===== config.mk =====
export PLATFORM = sky130hd
export DESIGN_NAME = un_striping_sched
export DESIGN_NICKNAME = d
export VERILOG_FILES = /design/src/rtl/un_striping_sched.sv
export SDC_FILE = /design/constraint.sdc
export NUM_CORES = 1
export LEC_CHECK = 0
export ABC_AREA = 1
export CORE_UTILIZATION = 45
export CTS_CLUSTER_SIZE = 30
export DETAILED_ROUTE_END_ITERATION = 7
export GPL_TIMING_DRIVEN = 0
export HOLD_SLACK_MARGIN = 0.03
export MAX_ROUTING_LAYER = met4
export PLACE_DENSITY = 0.71
export SLEW_MARGIN = 40
export SYNTH_ARGS = -nofsm -noshare
export SYNTH_HDL_FRONTEND = slang
export SYNTH_SLANG_ARGS = --single-unit

===== constraint.sdc =====
create_clock -name clk_2f -period 2.7 [get_ports clk_2f]
set_input_delay 0.405 -clock clk_2f [delete_from_list [all_inputs] [get_ports clk_2f]]
set_output_delay 0.405 -clock clk_2f [all_outputs]
set_load 0.01 [all_outputs]

===== src/rtl/un_striping_sched.sv =====
`default_nettype none
// ============================================================================
// Module   : un_striping_sched
// Purpose  : Two-lane unstriping scheduler. Per-lane skew FIFOs feed a
//            strict lane 0,1,0,1 reassembly stream with overflow reporting.
// Options  : UNSTRIPE_TIMEOUT_EN enables stall timeout with FIFO flush/resync.
// Revision : 1.0 - initial release
// ============================================================================
module un_striping_sched #(
  parameter int DATA_W  = 32,
  parameter int DEPTH   = 4,
  parameter int TIMEOUT = 8
) (
  input  logic                   clk_2f,
  input  logic                   reset,
  input  logic [DATA_W-1:0]      lane_0,
  input  logic                   valid_0,
  input  logic [DATA_W-1:0]      lane_1,
  input  logic                   valid_1,
  output logic [DATA_W-1:0]      data_out,
  output logic                   valid_out,
  output logic                   next_lane,
  output logic                   busy,
  output logic [$clog2(DEPTH):0] fill_0,
  output logic [$clog2(DEPTH):0] fill_1,
  output logic                   overflow_err,
  output logic                   resync
);

  localparam int AW = $clog2(DEPTH);

  typedef enum logic [1:0] {
    IDLE   = 2'd0,
    WAIT_0 = 2'd1,
    WAIT_1 = 2'd2
  } state_t;

  if (DEPTH < 2 || (DEPTH & (DEPTH - 1)) != 0 || TIMEOUT < 1) begin : g_param_check
    $error("un_striping_sched: DEPTH must be a power of two >= 2, TIMEOUT >= 1");
  end

  state_t              state_q;
  logic [DATA_W-1:0]   data_out_q;
  logic                valid_out_q;
  logic                overflow_q;

  logic [DATA_W-1:0]   w_lane  [2];
  logic [DATA_W-1:0]   w_rdata [2];
  logic [AW:0]         w_cnt   [2];
  logic [1:0]          w_valid;
  logic [1:0]          w_empty;
  logic [1:0]          w_pop;
  logic [1:0]          w_drop;
  logic                w_flush;

  assign w_lane[0] = lane_0;
  assign w_lane[1] = lane_1;
  assign w_valid   = {valid_1, valid_0};

  // Only the lane selected by the current state may be popped.
  assign w_pop[0] = (state_q == IDLE || state_q == WAIT_0) && !w_empty[0] && !w_flush;
  assign w_pop[1] = (state_q == WAIT_1) && !w_empty[1] && !w_flush;

  for (genvar l = 0; l < 2; l++) begin : g_lane
    logic [DATA_W-1:0] mem_q [DEPTH];
    logic [AW-1:0]     wr_q;
    logic [AW-1:0]     rd_q;
    logic [AW:0]       cnt_q;
    logic              full;
    logic              push;

    // A full FIFO still accepts a push when it is popped on the same edge.
    assign full      = (cnt_q == (AW + 1)'(DEPTH));
    assign push      = w_valid[l] && (!full || w_pop[l]) && !w_flush;
    assign w_drop[l] = w_valid[l] && full && !w_pop[l] && !w_flush;
    assign w_empty[l] = (cnt_q == '0);
    assign w_rdata[l] = mem_q[rd_q];
    assign w_cnt[l]   = cnt_q;

    always_ff @(posedge clk_2f) begin
      if (push) mem_q[wr_q] <= w_lane[l];
    end

    always_ff @(posedge clk_2f or negedge reset) begin
      if (!reset) begin
        wr_q  <= '0;
        rd_q  <= '0;
        cnt_q <= '0;
      end else if (w_flush) begin
        wr_q  <= '0;
        rd_q  <= '0;
        cnt_q <= '0;
      end else begin
        if (push)     wr_q <= wr_q + 1'b1;
        if (w_pop[l]) rd_q <= rd_q + 1'b1;
        cnt_q <= cnt_q + {{AW{1'b0}}, push} - {{AW{1'b0}}, w_pop[l]};
      end
    end
  end

  always_ff @(posedge clk_2f or negedge reset) begin
    if (!reset) begin
      state_q     <= IDLE;
      data_out_q  <= '0;
      valid_out_q <= 1'b0;
      overflow_q  <= 1'b0;
    end else begin
      valid_out_q <= 1'b0;
      overflow_q  <= overflow_q | (|w_drop);
      if (w_flush) begin
        state_q <= IDLE;
      end else begin
        case (state_q)
          IDLE: begin
            if (w_pop[0]) begin
              data_out_q  <= w_rdata[0];
              valid_out_q <= 1'b1;
              state_q     <= WAIT_1;
            end
          end
          // A pair is never split: WAIT_1 only ever advances by popping lane 1.
          WAIT_1: begin
            if (w_pop[1]) begin
              data_out_q  <= w_rdata[1];
              valid_out_q <= 1'b1;
              state_q     <= WAIT_0;
            end
          end
          WAIT_0: begin
            if (w_pop[0]) begin
              data_out_q  <= w_rdata[0];
              valid_out_q <= 1'b1;
              state_q     <= WAIT_1;
            end else if (w_empty[1] && !valid_0 && !valid_1) begin
              state_q <= IDLE;
            end
          end
          default: state_q <= IDLE;
        endcase
      end
    end
  end

`ifdef UNSTRIPE_TIMEOUT_EN
  localparam int SW = $clog2(TIMEOUT + 1);

  logic [SW-1:0] stall_q;
  logic          resync_q;
  logic          w_stalled;

  // Stalled: the lane we wait on is dry while the other lane has data queued.
  assign w_stalled = (state_q == WAIT_1 && w_empty[1] && !w_empty[0]) ||
                     (state_q == WAIT_0 && w_empty[0] && !w_empty[1]);
  assign w_flush   = (stall_q == SW'(TIMEOUT));
  assign resync    = resync_q;

  always_ff @(posedge clk_2f or negedge reset) begin
    if (!reset) begin
      stall_q  <= '0;
      resync_q <= 1'b0;
    end else begin
      resync_q <= w_flush;
      if (w_flush || !w_stalled) stall_q <= '0;
      else                       stall_q <= stall_q + 1'b1;
    end
  end
`else
  assign w_flush = 1'b0;
  assign resync  = 1'b0;
`endif

  assign data_out     = data_out_q;
  assign valid_out    = valid_out_q;
  assign next_lane    = (state_q == WAIT_1);
  assign busy         = (state_q != IDLE);
  assign fill_0       = w_cnt[0];
  assign fill_1       = w_cnt[1];
  assign overflow_err = overflow_q;

endmodule
`default_nettype wire


# Word-level counts from Yosys, hierarchy flattened

Memory sizes are Yosys's and may differ from the RTL's.
Cells that the tools add are included.

Flip-flop bits (word level): 50
Memory bits (writable): 256
Input bits: 68
Output and inout bits: 43
Logic and storage cells: 74
Memories kept: 2

Memory list:

| name            | words | bits a word | rd ports | clocked after Yosys merged registers in | wr ports | line | RTL |
|---|---|---|---|---|---|---|---|
| g_lane[0].mem_q | 4     | 32          | 1        | 0                                       | 1        | 65   | `logic [DATA_W-1:0] mem_q [DEPTH];` |
| g_lane[1].mem_q | 4     | 32          | 1        | 0                                       | 1        | 65   |  |

$add $sub $neg: 8
Equality and inequality tests: 8
Muxes and demuxes: 15
Bitwise operators: 1
Reduce and logical (&&, ||, !) cells: 30

Operators by type and width:

| operator            | number |
|---|---|
| $mux 32             | 2 |
| $pmux 32 s2         | 1 |
| $logic_and 1x1->1   | 10 |
| $add 2x1->2 const B | 4 |
| $logic_not 1->1     | 8 |
| $mux 2              | 4 |
| $add 3x1->3         | 2 |
| $eq 3x3->1 const B  | 2 |
| $logic_not 3->1     | 2 |
| $mux 1              | 6 |
| $pmux 2 s3          | 1 |
| $reduce_and 3->1    | 2 |
| $sub 3x1->3         | 2 |
| $ne 2x1->1 const B  | 2 |
| $reduce_bool 2->1   | 2 |
| $reduce_or 2->1     | 2 |
| $logic_or 1x1->1    | 3 |
| $ne 3x2->1 const B  | 1 |
| $eq 2x1->1 const B  | 1 |
| $eq 2x2->1 const B  | 1 |
| $logic_not 2->1     | 1 |
| $ne 2x2->1 const B  | 1 |
| $pmux 1 s2          | 1 |
| $or 1x1->1          | 1 |

# Logic depth before layout (Yosys ltp)

Gate-level depths: netlist (run 1).

Depth after elaboration: 7
Mapped depth: 13
Gate-level depth less buffers: 12

# Least setup slack after synthesis (run 1)

OpenSTA, ideal clock, no wires.

Path kind: register to register
From: register g_lane[1].cnt_q[1], in the netlist fill_1[1]
To: memory g_lane[1].mem_q[0][0] (enable)
Setup time: 0.421 ns
Arrival time: 2.276 ns
Required time: 2.279 ns
Path slack: 0.003 ns
Stages on the path, launching flop included: 7
Path buffers: 0
Period minus slack after synthesis: 2.697 ns
Cells stage by stage: dfrtp_1 > inv_1 > nand3_1 > nand2_4 > nand2_1 > nand2_2 > nor2_1

Word-level cells in the longest chain between the ends: 7
Elaborated cells on any way between the ends: 9
Classes of those cells: eq/ne (1); mux (2); reduce/logical (6)

RTL lines:

| element                        | line | RTL |
|---|---|---|
| start: declaration             | 68   | `logic [AW:0] cnt_q;` |
| start signal: assignment       | 96   | `cnt_q <= cnt_q + {{AW{1'b0}}, push} - {{AW{1'b0}}, w_pop[l]};` |
| $logic_not 3->1                | 76   | `assign w_empty[l] = (cnt_q == '0);` |
| $logic_not 1->1                | 62   | `assign w_pop[1] = (state_q == WAIT_1) && !w_empty[1] && !w_flush;` |
| $logic_and 1x1->1              | 62   |  |
| $logic_or 1x1->1 *             | 74   | `assign push = w_valid[l] && (!full \|\| w_pop[l]) && !w_flush;` |
| $logic_and 1x1->1 *            | 74   |  |
| $mux 1 *                       | 81   | `if (push) mem_q[wr_q] <= w_lane[l];` |
| $mux 1 (not written as such) * | 81   |  |
| end: declaration               | 65   |  |

Every way passes the cells marked *; elsewhere a longest branch is shown, timed or not.

# Worst setup path in the final report (run 1)

From: register state_q[1]
To: register g_lane[1].cnt_q[2], in the netlist fill_1[2]

Word-level cells in the longest chain between the ends: 6

RTL lines:

| element                  | line | RTL |
|---|---|---|
| start: declaration       | 42   | `state_t state_q;` |
| start signal: assignment | 103  | `state_q <= IDLE;` |
| start signal: assignment | 111  | `state_q <= IDLE;` |
| start signal: assignment | 118  | `state_q <= WAIT_1;` |
| $eq 2x2->1 *             | 62   |  |
| $logic_and 1x1->1 *      | 62   |  |
| $logic_or 1x1->1         | 74   |  |
| $logic_and 1x1->1        | 74   |  |
| $add 3x1->3              | 96   |  |
| $sub 3x1->3 *            | 96   |  |

Marked as above.
A chain may end at the register's enable or synchronous reset.

==> results of run 1 <==
state kept, by name (all words and copies together), names as in the netlist:
register	flops
fill_1	3
state_q	2
data_out	32
g_lane.wr_q	4
valid_out	1
g_lane.mem_q	256
overflow_err	1
g_lane.rd_q	4
fill_0	3
how the worst min path moves through the flow:
stage,start,to,slack [ns],cells past startpoint
2_1_floorplan,reset,data_out[0],0.11,0
3_3_place_gp,data_out[4],data_out[4],0.46,2
3_5_place_dp,reset,fill_0[2],0.27,1
4_1_cts,reset,fill_0[2],0.24,2
5_1_grt,reset,fill_0[1],0.26,2
6_report,reset,fill_0[1],0.27,2
power by group through the flow:
stage | Sequential, mW | Combinational (mW) | Clock (mW)
floorplan | 7.00 | 4.10 | 0
global placement | 7.01 | 6.54 | 0
detailed placement | 6.97 | 7.14 | 0
CTS | 6.88 | 7.18 | 4.12
global route | 6.96 | 7.85 | 4.30
finish | 6.88 | 7.12 | 4.07
cell usage in the layout, fill, tap and decap left out, types with 3 or more instances in the layout:
cell type	netlist	routed
edfxtp_1	256	256
buf_4	11	12
clkdlybuf4s50_1	0	108
clkbuf_1	13	23
buf_6	4	4
buf_2	26	26
clkbuf_16	0	30
bufinv_16	0	4
buf_8	0	8
nor2_1	18	10
clkinv_2	0	3
inv_1	158	158
dfrtp_1	50	50
xnor2_1	3	3
clkinv_1	0	4
nand2_1	395	395
ha_1	12	12
nor2_4	0	8
xor2_1	4	4
buf_16	0	8
nand3_1	198	198
stage by stage:
step                area [um^2]  TNS [ns]  util (%)
floorplan                 12700         0         -
global placement          14300   -336.14      51.5
detailed placement        14700         0      53.0
CTS                       15700         0      56.4
global route              15700         0      56.4
finish                    15700         0      56.4
per-layer routing:
metal,vias up,track usage [%],share of wire [%]
li1,4099,-,-
met1,4021,27.3,43
met2,246,35.1,49
met3,39,2.56,5.3
met4,0,5.48,1.8
met5,-,-,0
area by class of cell:
cell class	instances	area, um^2
inverters	161	609
multi-input cells	642	2940
plain buffers	56	314
clock inverters	12	159
clock buffers	40	788
flip-flops and latches	306	8940
repair buffers	127	1460
fillers	2275	12100
well taps	378	473
repair_timing:
action,4_1_cts,5_1_grt
hold buffers,1,0
resized for setup,0,0
endpoints found under the hold margin,50,0
worst max-delay path, delay by kind of cell, from the launching register on:
family / cells / cell delay [ns]
XOR/XNOR: 2 / 0.34
adder cells (fa/ha/maj): 3 / 0.81
buffers and inverters: 4 / 0.39
flip-flops: 1 / 0.37
AND/OR/NAND/NOR: 4 / 0.54
cells by family (layout without fill, tap and decap cells):
group                    after synthesis  count (layout)  synth area share [%]
AND/OR/NAND/NOR                      618             618                  20.5
flip-flops                           306             306                  70.2
buffers and inverters                217             396                  7.25
adder cells (fa/ha/maj)               14              14                  1.49
XOR/XNOR                               7               7                 0.481
AO/OA/AOI/OAI                          2               2                0.0982
other                                  1               1                0.0294
==> metrics, run 1 <==
crit-path cells=buf_6 > inv_4 > nor2_8 > nand2_4 > nand2_1 > nand2_2 > ha_1 > inv_1 > ha_1 > inv_1 > fa_1 > xnor2_1 > xor2_1; Slowest cell on crit path=fa_1; worst setup margin=0.150 ns; R2R Path Start=state_q[1]; top_reg_cell synth=edfxtp_1; routed len/inst=17.0 um; die area=29000 um^2; n_diodes=0; max-slew violations=0; worst rel slew slack=59.9%; class of the worst hold path=in -> async; Setup crit start=state_q[1]; initial DRC count=709; first drt pass iteration count=5; EDFF count, synth=256; CTS buffer count=29; initial antenna violation count=0; final net count=1405; clock tree root buffer cell=clkbuf_16; number of port buffers=109; Yosys top cell area share=60.3%; Starting Density=45.9%; Post-Route WL=29300 um; Internal Power=11.5 mW; Hold Slack=0.265 ns; share of layout cells above drive strength 1=8.48%; GPL Wtd Cong=0.817; Clock Latency Late Sink=0.54 ns; Mapped Cells=1165; f_max=0.392 GHz; height of the chip=170 um; H-tree Lvls=1; status=finished clean; Worst Path Max Fanout=8; end of the critical path=fill_1[2]; Layout area overhead=23.1%; CP Capture Type=flop; post-synthesis area per instance=10.9 um^2; Power Density=1150 nW/um^2; Boundary Pins=111; Total GRT Usage=21.0%; Data arrival, critical path=3.01 ns; syn_nets=1247; CORE AREA=27800 um^2; vias in the first global route=8135; Switching Fraction=36.5%; Clock power frac=22.5%; Placement Setup Slack=0.0700 ns; post-CTS setup buffers=0; Yosys reg bits=306; Max Cap Viol=0; Area contributors post-synth=edfxtp_1, nand2_1, dfrtp_1; Setup Skew=0.0112 ns; clk slew on worst S/H paths=0.07 ns; cell with the most instances after synthesis=nand2_1; post-synthesis sequential area ratio=70.2%; actual slew at the worst max-slew pin=0.602 ns; largest net degree at the start of global routing=38; first-pass GRT wire length=44600 um; R2R Setup Slk=0.15 ns; Clock Tree Buf Depth=3; combinational share of power=39.4%; Critical Path RT=3.16 ns; via count=8405; TritonCTS clock tree=yes; chip width=170 um; Inst Count DP=1669; Leakage=6.62 nW; Reg2Reg Depth=13; num rows=61; RSZ-0062 raised after global routing=false; Antenna Nets Post-Route=0; Final Non-Filler Cells=1722; Tcrit/Tclk final=94.4%; Ys Warns=0; Worst setup SP type=flop; Final setup violation count=0; GR Overflow Total=0; Synth cell types=25; share of power burned in registers=38.1%; Via density=4.88; CTS Sinks=306; # DRC=0; Peak supply drop=0.488 mV; Period minus WS final=2.55 ns; critical path's largest stage delay=0.39 ns; total power=18.1 mW; Async S/R FF share, synth=16.3%; Net Switching=6.60 mW; top cells by count, synth=nand2_1, edfxtp_1, nand3_1, inv_1, dfrtp_1; crit path kind=reg -> reg; mapped cell area=12700 um^2; final-report hold violation count=0; Detailed Place HPWL=20700 um; terminus of the critical flop-to-flop path=fill_1[2]; biggest area consumer among synthesized cells=edfxtp_1
No activity file was read; power rests on OpenSTA's default activity.
==> run 2: changes to the inputs <==
--- a/config.mk
+++ b/config.mk
@@ -6,6 +6,7 @@
 export NUM_CORES = 1
 export LEC_CHECK = 0
 export ABC_AREA = 1
+export CORE_ASPECT_RATIO = 1.5
 export CORE_UTILIZATION = 45
 export CTS_CLUSTER_SIZE = 30
 export DETAILED_ROUTE_END_ITERATION = 7
==> metrics, run 2 (synthesis results as in run 1) <==
Top reg by flops=g_lane.mem_q; via count=8385; Total GRT Usage=20.6%; multi-input logic area=2940 um^2; CORE AREA=27900 um^2; Data arrival, critical path=2.94 ns; worst setup margin=0.211 ns; share of layout cells above drive strength 1=8.59%; Peak supply drop=0.607 mV; chip width=139 um; Power Density=1140 nW/um^2; first-pass GRT wire length=44700 um; Register Area=8940 um^2; height of the chip=208 um; Switching Fraction=36.2%; routed len/inst=16.7 um; clk slew on worst S/H paths=0.07 ns; Layout fillers=2238; Slowest cell on crit path=fa_1; total power=17.8 mW; final-report hold violation count=0; GR Overflow Total=0; # DRC=0; max-slew violations=0; CTS buffer count=26; num rows=75; share of power burned in registers=38.7%; Leakage=6.61 nW; Via density=4.97; critical path's largest stage delay=0.40 ns; class of the worst hold path=in -> async; CTS Sinks=306; Detailed Place HPWL=20400 um; initial DRC count=705; Antenna Nets Post-Route=0; Layout area overhead=22.6%; max FFs per register=256; f_max=0.402 GHz; crit path kind=reg -> reg; Boundary Pins=111; Max Cap Viol=0; first drt pass iteration count=5; Tcrit/Tclk final=92.2%; largest net degree at the start of global routing=40; Worst Path Max Fanout=8; RSZ-0062 raised after global routing=false; GPL Wtd Cong=0.839; Worst setup SP type=flop; Setup Skew=0.0116 ns; commonest non-fill, non-tap cell in the layout=nand2_1; Internal Power=11.4 mW; Clock Latency Late Sink=0.53 ns; final net count=1401; Starting Density=45.7%; H-tree Lvls=1; worst rel slew slack=61.3%; Critical Path RT=3.15 ns; Clock Tree Buf Depth=3; Final setup violation count=0; initial antenna violation count=1; Post-Route WL=28200 um; CP Capture Type=flop; Clock power frac=21.8%; Period minus WS final=2.49 ns; actual slew at the worst max-slew pin=0.580 ns; most frequent cells in the layout=nand2_1, edfxtp_1, nand3_1; clock tree root buffer cell=clkbuf_16; Net Switching=6.45 mW; die area=29000 um^2; Placement Setup Slack=0.126 ns; number of port buffers=109; TritonCTS clock tree=yes; combinational share of power=39.5%; crit-path cells=buf_6 > inv_4 > nor2_8 > nand2_4 > nand2_1 > nand2_4 > ha_1 > inv_1 > ha_1 > inv_1 > fa_1 > xnor2_1 > xor2_1; vias in the first global route=8380; status=finished clean
-- run 2: cell count changes in the layout (fill, tap and decap cells not counted), sizes merged --
cell	delta
clkinv	-4
clkbuf	+2
buf	-1
bufinv	-1
diode	+1
inv	-1
-- run 2: cell type report --
class,instances,area share (%)
diodes,1,0.0160
plain buffers,56,2.01
clock buffers,42,5.13
clock inverters,6,0.673
inverters,161,3.90
multi-input cells,642,18.8
flip-flops and latches,306,57.2
well taps,346,2.77
repair buffers,126,9.41
-- run 2: repair_timing --
item                       4_1_cts  5_1_grt
hold buffers                     1        0
hold endpoints to repair        50        0
buffers inserted                 0        0
setup endpoints to repair        0        1
gates resized for setup          0        1
-- run 2: through the flow --
stage	instance area [um^2]	util [%]	setup TNS (ns)	hold slack [ns]	cells
finish	15600	56.0	0	0.263	1686
global route	15600	56.0	0	0.274	1686
CTS	15600	56.0	0	0.263	1685
detailed placement	14700	52.7	0	0.263	1636
global placement	14300	51.2	-340.29	0.466	1620
floorplan	12700	-	0	0.109	1165
-- run 2: path summary, 6_finish.rpt --
check	startpoint	to	slack [ns]	cells past startpoint
worst max-delay path	state_q[1]	fill_1[2]	0.21	13
worst min-delay path	reset	data_out[21]	0.26	2
worst max register to register	state_q[1]	fill_1[2]	0.21	13
worst min register to register	data_out[28]	data_out[28]	0.48	2
max in group asynchronous	reset	g_lane[0].wr_q[1]	1.95	3
min in group clk_2f	data_out[28]	data_out[28]	0.48	2
-- run 2: worst max-delay path: cells and delay by family (launching register included) --
kind                       cells  cell delay [ns]
and+or+nand+nor                4             0.50
buffers and inverters          4             0.36
adders and majority gates      3             0.85
DFF                            1             0.34
xor gates and xnor gates       2             0.34
-- run 2: power groups by stage --
stage	sequential, mW	combinational, mW	clock [mW]
5_1_grt	6.98	7.85	4.12
3_3_place_gp	7.04	6.47	0
6_report	6.90	7.04	3.89
3_5_place_dp	6.99	7.04	0
4_1_cts	6.90	7.10	3.93
2_1_floorplan	7.00	4.10	0
-- run 2: metal layers --
metal  track usage, %  vias up  part of all wire (%)
met1             23.7     3947                    38
met4             7.93        0                   3.6
met5                -        -                     0
met3             2.30       65                   5.7
met2             36.8      275                    53
li1                 -     4098                     -
==> edit 1, RTL diff (config.mk and constraints of run 2) <==
Re-encode `state_t` (3 states) as one-hot, 3 bits wide.
--- a/src/rtl/un_striping_sched.sv
+++ b/src/rtl/un_striping_sched.sv
@@ -29,10 +29,10 @@
 
   localparam int AW = $clog2(DEPTH);
 
-  typedef enum logic [1:0] {
-    IDLE   = 2'd0,
-    WAIT_0 = 2'd1,
-    WAIT_1 = 2'd2
+  typedef enum logic [2:0] {
+    IDLE   = 3'b001,
+    WAIT_0 = 3'b010,
+    WAIT_1 = 3'b100
   } state_t;
 
   if (DEPTH < 2 || (DEPTH & (DEPTH - 1)) != 0 || TIMEOUT < 1) begin : g_param_check
Formal check against the unedited RTL: no difference found for any inputs over 4 cycles, from zero or initial values and one cycle with reset low; so few cycles prove little.
==> edit 1 against run 2 <==
Via count increased by 4.0%. Synthesized area increased by 2.0%. Global-route usage increased by 0.48 points. Synthesized cell count increased by 6.4%. Power increased by 1.2%. Non-clock buffer count decreased by 2. Routed wire length increased by 5.0%. Hold slack improved by 0.0037 ns. Utilization decreased by 0.098 points. Setup slack got worse by 0.043 ns. Sequential cell count increased by 1. Sequential power increased by 0.6%. Final area increased by 0.83%.
==> edit 1: results <==
logic_synthesis:
  post_synth_num_cell_types: 27
  synth.cells.most_frequent: "sky130_fd_sc_hd__nand2_1 (446), sky130_fd_sc_hd__edfxtp_1 (256), sky130_fd_sc_hd__inv_1 (200), sky130_fd_sc_hd__nand3_1 (176), sky130_fd_sc_hd__dfrtp_1 (50)"
  synth_top_cells_by_area: "sky130_fd_sc_hd__edfxtp_1 (59%), sky130_fd_sc_hd__nand2_1 (13%), sky130_fd_sc_hd__dfrtp_1 (9.6%)"
  yosys.area_share.xor_xnor_pct: 0.337
  seq_area_frac_synth_pct: 69.0
  synth_area_in_compound_gates_pct: 0.193
  synth.net_count: 1322
  avgSynthCellArea_sq_um: 10.5
  share_of_flip_flops_with_an_asynchronous_set_or_reset_pct: 16.6
final_layout:
  antenna_cells_inserted: 3
  proportion_of_cell_area_occupied_by_multi_input_gates_pct: 19.3
  layout.area.seq_sq_um: 8960
  layout.comb_gates.multi_input: 675
  area_of_all_placed_cells_without_fillers_sq_um: 15700
  inverters: 203
  nClkBuffers: 48
  nNonClkBuffers: 180
  area_share_nonclk_buffers_pct: 10.6
  filler_cell_count: 2312
pwr:
  leakagePower_uw: 0.00690
  power.share.combinational_pct: 41.1
  internal_power_summed_over_all_cells_uw: 11200
  vdd.ir_drop.worst_v: 0.000619
  comb-power_uw: 7410
worst_setup_path:
  regToRegEndpoint: "fill_0[2]"
  critical-path-slowest-cell: "sky130_fd_sc_hd__dfstp_2"
  timing.rr.start: "state_q[0]"
  arrival_ns: 2.98
  critical_path_max_stage_delay_ns: 0.58
  cp_max_fo: 9
  reg2reg_depth: 10
drt:
  route.met3.wl_um: 1240
  drt_iter0_markers: 584
  drt-wirelength-per-cell_um: 16.8
  met2WireLength_um: 15700
  wirelength_um: 29600
floorplan:
  core_sq_um: 28200
global_routing:
  antenna_found_initial: 3
  use_met3_pct: 2.18
  global_route.usage.total_pct: 21.1
  grt_use_met1_pct: 24.4
  grt_pass1_wl_um: 46100
  first_global_vias: 8623
sta:
  timing.max_slew.rel_slack_pct: 60.5
  worst_clock_skew_ns: 0.0113
  final_min_period_over_clock_period_pct: 93.8
placed_design:
  routabilityCongestion: 0.854
  dp_hpwl_um: 21200
  place_area_sq_um: 14900
run_status:
  run_status: "complete, no violations"
## edit 1: changes by cell type after synthesis, sizes merged, moves of 2 or more
cell    delta
clkbuf     -2
inv       +42
nand2     +51
nand3     -21
nor3       +2
o21ai      +4
xor2       -2
## edit 1: cell families (layout without fill, tap and decap cells)
| logic type | Yosys count | count (layout) |
|---|---|---|
| adder cells (fa/ha/maj) | 14 | 14 |
| other | 1 | 4 |
| AND/OR/NAND/NOR | 650 | 650 |
| AO/OA/AOI/OAI | 5 | 5 |
| flip-flops | 307 | 307 |
| XOR/XNOR | 5 | 5 |
| buffers and inverters | 258 | 433 |
## edit 1: how the worst min path moves through the flow
stage                   end  slack, ns  cells after the start
5_1_grt           fill_0[1]       0.27                      2
3_3_place_gp   overflow_err       0.46                      2
2_1_floorplan   data_out[0]       0.11                      0
6_report          fill_0[1]       0.27                      2
4_1_cts           fill_0[1]       0.25                      2
3_5_place_dp      fill_0[1]       0.26                      1
==> edit 2, RTL diff (flow settings as in run 2) <==
Made on the original files. Build with the macro `UNSTRIPE_TIMEOUT_EN` defined.
--- a/src/rtl/un_striping_sched.sv
+++ b/src/rtl/un_striping_sched.sv
@@ -6,6 +6,8 @@
 // Options  : UNSTRIPE_TIMEOUT_EN enables stall timeout with FIFO flush/resync.
 // Revision : 1.0 - initial release
 // ============================================================================
+`define UNSTRIPE_TIMEOUT_EN
+
 module un_striping_sched #(
   parameter int DATA_W  = 32,
   parameter int DEPTH   = 4,
Behaviour: no difference found for any inputs over 4 cycles, from zero or initial values and one cycle with reset low; that may be too few to reach the edited logic, so the function may still have changed.
==> edit 2 against run 2 <==
Final area rose by 4.0%. Combinational power is 2% higher. Setup slack worse by 0.10 ns. Via count rose by 8.4%. Power grew 4.7%. Hold slack better by 0.00063 ns. Sequential power increased by 2%. Clock skew is 0.013 ns higher. Synthesized area is 3.7% higher. Utilization increased by 0.33 points. Non-clock buffer count unchanged. Routed wire length increased by 12%. Sequential cell count grew 5. Critical path type is now flop to output port.
==> edit 2: results <==
pwr:
  internal_power_summed_over_all_cells_uw: 11800
  switchingPower_uw: 6850
  vdd.ir_drop.worst_v: 0.000636
  power.share.combinational_pct: 38.5
  leakagePower_uw: 0.00694
worst_setup_path:
  arrival_ns: 2.19
  cpLargestDelayFamily: "buffers and inverters"
  critical_path_max_stage_delay_ns: 0.49
  timing.rr.start: "stall_q[0]"
  regToRegSetupSlack_ns: 0.17
  cp_max_fo: 10
clock_tree:
  clkLatencyLatePin_ns: 0.57
  clock_sink_count: 311
  numCtsBuffers: 28
  cts_repair_resize_count: 3
drt:
  drt_iter0_markers: 797
  route.met3.wl_um: 2050
  met2WireLength_um: 16800
  avgViaCountPerCell: 5.05
  m1WireLength_um: 11700
logic_synthesis:
  post_synth_num_cell_types: 32
  share_of_flip_flops_with_an_asynchronous_set_or_reset_pct: 17.7
  seq_area_frac_synth_pct: 68.6
  synth_top_cells_by_area: "sky130_fd_sc_hd__edfxtp_1 (58%), sky130_fd_sc_hd__nand2_1 (11%), sky130_fd_sc_hd__dfrtp_1 (10%)"
placed_design:
  place_ws_ns: -0.118
  placedCellCount: 1747
  port_buffers: 110
  routabilityCongestion: 0.851
final_layout:
  proportion_of_cell_area_occupied_by_multi_input_gates_pct: 19.7
  filler_cell_count: 2289
  layout.comb_gates.multi_input: 675
  final-clk-cell-share_pct: 6.58
  antenna_cells_inserted: 0
  share_of_layout_cells_above_drive_strength_1_pct: 9.50
  finalNonFillerCells: 1800
  nets: 1472
global_routing:
  grt_max_degree: 42
  use_met3_pct: 3.14
  grt_use_met1_pct: 24.8
  antenna_found_initial: 0
  met2_usage_pct: 39.8
sta:
  worst-slew-pin-transition_ns: 0.651
  final_min_period_over_clock_period_pct: 96.0
  worst_clock_skew_ns: 0.0247
run_status:
  run_status: "complete, no violations"
## edit 2: cell count changes after synthesis, sizes merged, moves of 5 or more
cell   before  now
inv       161  189
nand2     399  382
or2         1   18
nand3     198  209
nand4       1    7
o21ai       0    6
dfrtp      50   55
## edit 2: how the worst max path moves through the flow
stage / startpoint / end
4_1_cts: stall_q[0] / fill_1[2]
6_report: state_q[1] / busy
5_1_grt: stall_q[0] / fill_1[2]
2_1_floorplan: stall_q[0] / g_lane[0].mem_q[0][0]
3_5_place_dp: stall_q[0] / fill_1[2]
3_3_place_gp: valid_0 / g_lane[0].mem_q[2][14]
## edit 2: cells by family (layout without fill, tap and decap cells)
| group | count (synthesis) | after routing | share of synthesized area (%) |
|---|---|---|---|
| xor gates and xnor gates | 5 | 5 | 0.332 |
| and+or+nand+nor | 643 | 643 | 21.2 |
| adders and majority gates | 16 | 16 | 1.63 |
| AOI/OAI and AO/OA | 11 | 11 | 0.436 |
| DFF | 311 | 311 | 68.6 |
| buffers and inverters | 247 | 424 | 7.79 |
